<file path="src/rtl/lamp_sequencer.sv">
// Commanded pattern controller for the 16-lamp ring: chase CW/CCW, fill and flash
// with a per-run prescaler, repeat count and a one-clock completion pulse.
module lamp_sequencer #(
    parameter int N_LAMP = 16,
    parameter int DIV_W  = 4
) (
    input  logic              clk,
    input  logic              reset,
    input  logic              start,
    input  logic              stop,
    input  logic [1:0]        mode,
    input  logic [DIV_W-1:0]  speed,
    input  logic [3:0]        reps,
    output logic [N_LAMP-1:0] lamp_ctl,
    output logic              busy,
    output logic              done
);

    localparam int POS_W = $clog2(N_LAMP);
    localparam logic [POS_W-1:0] POS_LAST = POS_W'(N_LAMP - 1);

    typedef enum logic {
        IDLE,
        RUN
    } state_t;

    state_t             state, state_n;
    logic [1:0]         mode_q, mode_n;
    logic [DIV_W-1:0]   spd_q, spd_n;
    logic [3:0]         rep_cnt, rep_n;
    logic [DIV_W-1:0]   div_cnt, div_n;
    logic [POS_W-1:0]   pos, pos_n;
    logic               phase, phase_n;
    logic [N_LAMP-1:0]  lamp_n;
    logic               busy_n, done_n;
    logic               last_step;

    function automatic logic [N_LAMP-1:0] pattern(input logic [1:0] m,
                                                   input logic [POS_W-1:0] p,
                                                   input logic ph);
        logic [N_LAMP-1:0] v;
        v = '0;
        case (m)
            2'd0, 2'd1: v[p] = 1'b1;
            2'd2: begin
                for (int unsigned i = 0; i < N_LAMP; i++) begin
                    if (i <= 32'(p)) v[i] = 1'b1;
                end
            end
            default: v = ph ? '1 : '0;
        endcase
        return v;
    endfunction

    function automatic logic [POS_W-1:0] init_pos(input logic [1:0] m);
        return (m == 2'd1) ? POS_LAST : '0;
    endfunction

    always_comb begin
        case (mode_q)
            2'd0, 2'd2: last_step = (pos == POS_LAST);
            2'd1:       last_step = (pos == '0);
            default:    last_step = ~phase;
        endcase
    end

    always_comb begin
        state_n = state;
        mode_n  = mode_q;
        spd_n   = spd_q;
        rep_n   = rep_cnt;
        div_n   = div_cnt;
        pos_n   = pos;
        phase_n = phase;
        lamp_n  = lamp_ctl;
        busy_n  = busy;
        done_n  = 1'b0;

        case (state)
            IDLE: begin
                lamp_n = '0;
                busy_n = 1'b0;
                if (start && !stop) begin
                    mode_n  = mode;
                    spd_n   = speed;
                    rep_n   = reps;
                    div_n   = speed;
                    pos_n   = init_pos(mode);
                    phase_n = 1'b1;
                    lamp_n  = pattern(mode, init_pos(mode), 1'b1);
                    busy_n  = 1'b1;
                    state_n = RUN;
                end
            end
            RUN: begin
                if (stop) begin
                    state_n = IDLE;
                    lamp_n  = '0;
                    busy_n  = 1'b0;
                end else if (div_cnt == '1) begin
                    div_n = spd_q;
                    // Last-step check comes before the pos update, so pos never wraps.
                    if (last_step) begin
                        if (rep_cnt != 4'd0) begin
                            rep_n   = rep_cnt - 4'd1;
                            pos_n   = init_pos(mode_q);
                            phase_n = 1'b1;
                            lamp_n  = pattern(mode_q, init_pos(mode_q), 1'b1);
                        end else begin
                            state_n = IDLE;
                            lamp_n  = '0;
                            busy_n  = 1'b0;
                            done_n  = 1'b1;
                        end
                    end else begin
                        case (mode_q)
                            2'd1:    pos_n = pos - 1'b1;
                            2'd3:    phase_n = ~phase;
                            default: pos_n = pos + 1'b1;
                        endcase
                        lamp_n = pattern(mode_q, pos_n, phase_n);
                    end
                end else begin
                    div_n = div_cnt + 1'b1;
                end
            end
            default: state_n = IDLE;
        endcase
    end

    always_ff @(posedge clk) begin
        if (!reset) begin
            state    <= IDLE;
            mode_q   <= '0;
            spd_q    <= '0;
            rep_cnt  <= '0;
            div_cnt  <= '0;
            pos      <= '0;
            phase    <= 1'b0;
            lamp_ctl <= '0;
            busy     <= 1'b0;
            done     <= 1'b0;
        end else begin
            state    <= state_n;
            mode_q   <= mode_n;
            spd_q    <= spd_n;
            rep_cnt  <= rep_n;
            div_cnt  <= div_n;
            pos      <= pos_n;
            phase    <= phase_n;
            lamp_ctl <= lamp_n;
            busy     <= busy_n;
            done     <= done_n;
        end
    end

endmodule

</file>
<file path="config.mk">
export PLATFORM = sky130hd
export DESIGN_NAME = lamp_sequencer
export DESIGN_NICKNAME = d
export VERILOG_FILES = /design/src/rtl/lamp_sequencer.sv
export SDC_FILE = /design/constraint.sdc
export NUM_CORES = 1
export LEC_CHECK = 0
export CORE_AREA = 2 2 94 96
export CTS_CLUSTER_DIAMETER = 150
export DETAILED_ROUTE_END_ITERATION = 6
export DIE_AREA = 0 0 96 98
export HOLD_SLACK_MARGIN = 0.1
export PLACE_DENSITY_LB_ADDON = 0.1
export SYNTH_ARGS = -nofsm -noshare
export SYNTH_HDL_FRONTEND = slang
export SYNTH_SLANG_ARGS = --single-unit
export TNS_END_PERCENT = 20
</file>
<file path="constraint.sdc">
create_clock -name clk -period 2.8 [get_ports clk]
set_clock_uncertainty 0.1 [all_clocks]
set_input_delay 0.56 -clock clk [delete_from_list [all_inputs] [get_ports clk]]
set_output_delay 0.56 -clock clk [all_outputs]
set_load 0.02 [all_outputs]
</file>
==> impl_metrics.csv <==
group,metric,value,unit
setup_path,cp_slowest_cell,"or4_1",
finish,final_cells,458,
die,core_area,8470,um^2
route,viasPerCell,5.56,
clock_tree,cts_tree,"built",
logic_synthesis,synth_flop_cell,"dfxtp_1",
setup_path,cp_cell_sequence,"nor2b_1 -> xor2_1 -> ha_1 -> and2b_1 -> nor3_1 -> nor2_1 -> or4_1 -> a221oi_1",
logic_synthesis,async_reset_ff_share,0,%
logic_synthesis,synth_area,2470,um^2
setup_path,cp-end-kind,"flop",
finish,layout_common_cells,"40 x nand2_1, 38 x dfxtp_1, 31 x clkdlybuf4s50_1",
grt,grt-ovfl-total,0,
die,die_h,98,um
logic_synthesis,synth_nets,333,
timing,fmax,0.396,GHz
timing,slew_violations,0,
route,finalWirelength,7550,um
timing,hold_violations,0,
pwr,peakVddDrop,0.000230,V
placed_design,dp_hpwl,5540,um
setup_path,critical_path_arrival,2.63,ns
finish,area_delta_synth_final,23.0,%
pwr,powerDensity,437,nW/um^2
logic_synthesis,synth-seq-cells,38,
clock_tree,clkSlewWorstSetupHoldPaths,0.08,ns
timing,period_share,90.2,%
logic_synthesis,synth-seq-area-share,30.8,%
timing,finalSetupTns,0,ns
clock_tree,clk_path_buf_depth,2,
placed_design,numPortBuffers,31,
finish,antenna_cells,0,
grt,grt_max_degree,26,
pwr,p_leak,1.06,nW
grt,grtUsageTotal,17.0,%
setup_path,cp.buffers_inverters,0,
logic_synthesis,syn-instance-count,316,
grt,grt_pass1_vias,2465,
route,dr.pass1.iters,4,
clock_tree,post_cts_buffers,0,
logic_synthesis,avgSynthCellArea,7.81,um^2
placed_design,dp_cells,450,
placed_design,place_congestion,0.843,
die,dieArea,9410,um^2
route,vias,2546,
finish,n_fill_cell,915,
logic_synthesis,synth_top_area_share,30.8,%
finish,fin_nets,366,
logic_synthesis,synth-edff-count,0,
job,maxCapViolCount,0,
route,ant_nets,0,
min_path,hp-class,"flop to flop",
die,initial_core_util,29.1,%
setup_path,start_kind,"flop",
outcome,status,"completed",
die,io_pins,32,
route,remaining_drc_errors,0,
clock_tree,cts_buffers,5,
clock_tree,insertion_delay,0.29,ns
logic_synthesis,ys_types,60,
finish,post-route-util,35.8,%
setup_path,critPathMaxFanout,6,
clock_tree,ctsHtreeMaxLevel,2,
timing,setup_viol,0,
setup_path,crit_family,"simple AND/OR/NAND/NOR gates",
route,first_iter_violations,192,
die,rows,34,
route,wl_per_cell,16.5,um
timing,worst_pin_slew,0.632,ns
setup_path,critPathMaxStageDelay,0.50,ns
clock_tree,holdBufCountCts,0,
die,die_w,96,um
clock_tree,cts_root_buf,"clkbuf_8",
grt,grt_pass1_wl,12700,um
clock_tree,clock_sinks,38,
setup_path,crit_type,"flop to flop",
logic_synthesis,synth_top_cell_by_area,"dfxtp_1",
logic_synthesis,ys_warn_count,0,
setup_path,cp.required,2.90,ns
timing,fin_crit,2.52,ns
logic_synthesis,yosys-top-cells-area,"dfxtp_1 31%, nand2_1 6.1%, a211oi_1 4.9%, o21ai_0 4.5%, a311oi_1 3.9%",
clock_tree,cts_resized,0,
timing,rsz0062_at_grt,"false",
timing,maxSlewHeadroom,57.8,%
finish,drive_gt1_share,11.7,%
grt,antenna_found_initial,0,
finish,layout_commonest_cell,"nand2_1",
[area by class of cell]
cell class,instances,area [um^2],share of cell area [%]
clock inverter,1,5.00,0.165
multi-input combinational,245,1550,51.2
inverter,7,26.3,0.866
tap,108,135,4.45
timing repair buffer,52,468,15.4
clock buffer,7,86.3,2.85
sequential,38,761,25.1
[where the power goes]
part,internal (mW),total (mW),switching [mW]
Clock,0.199,0.405,0.206
Combinational,0.141,0.326,0.184
Sequential,0.565,0.596,0.0310
[cell usage after synthesis (5+ instances only)]
cell type	number
a21oi_1	17
inv_1	6
a311oi_1	11
o21ai_0	22
dfxtp_1	38
nand3_1	11
a211oi_1	16
a31oi_1	7
o211ai_1	5
nor2b_1	8
nand2_1	40
clkbuf_1	19
nor2_1	25
[state kept, by name (all words and copies together), names as in the netlist]
signal    flops
div_cnt       4
lamp_ctl     16
phase         1
rep_cnt       4
pos           4
state         1
mode_q        2
spd_q         4
busy          1
done          1
[worst paths after layout]
path | from | endpoint | slack [ns] | cells after the start
max | mode_q[0] | lamp_ctl[1] | 0.28 | 8
min | spd_q[2] | spd_q[2] | 0.37 | 2
max reg2reg | mode_q[0] | lamp_ctl[1] | 0.28 | 8
min reg2reg | spd_q[2] | spd_q[2] | 0.37 | 2
[through the flow]
stage	power, mW	cell area, um^2	setup WS (ns)	hold slack [ns]
after global placement	0.934	2940	0.255	0.347
after global routing	1.40	3030	0.0208	0.389
after CTS	1.33	3030	0.261	0.367
after detailed placement	0.931	2940	0.207	0.356
after floorplan	0.816	2470	0.228	0.334
final	1.33	3030	0.275	0.366
[cells by family (layout without fill, tap and decap cells)]
kind of cell,Yosys count,count (layout),share of synthesized area [%]
compound gates,116,116,32.9
xor+xnor,2,2,0.710
fa+ha+maj,3,3,1.52
buf+inv,33,67,6.24
flops,38,38,30.8
mux,5,5,2.13
simple gates,119,119,25.7
[routing by layer]
| layer | vias up | wire length [um] | GRT usage [%] |
|---|---|---|---|
| li1 | 1266 | - | - |
| met4 | 0 | 82 | 4.95 |
| met2 | 50 | 3570 | 26.6 |
| met5 | - | 0 | 0 |
| met1 | 1222 | 3600 | 23.9 |
| met3 | 8 | 301 | 2.62 |
[worst reg2reg max path: stages, from the launching register on]
cell and delay (ns):
dfxtp_1 0.33, nor2b_1 0.21, xor2_1 0.10, ha_1 0.27
and2b_1 0.24, nor3_1 0.24, nor2_1 0.14, or4_1 0.51
a221oi_1 0.30
(Power assumes the default switching activity.)
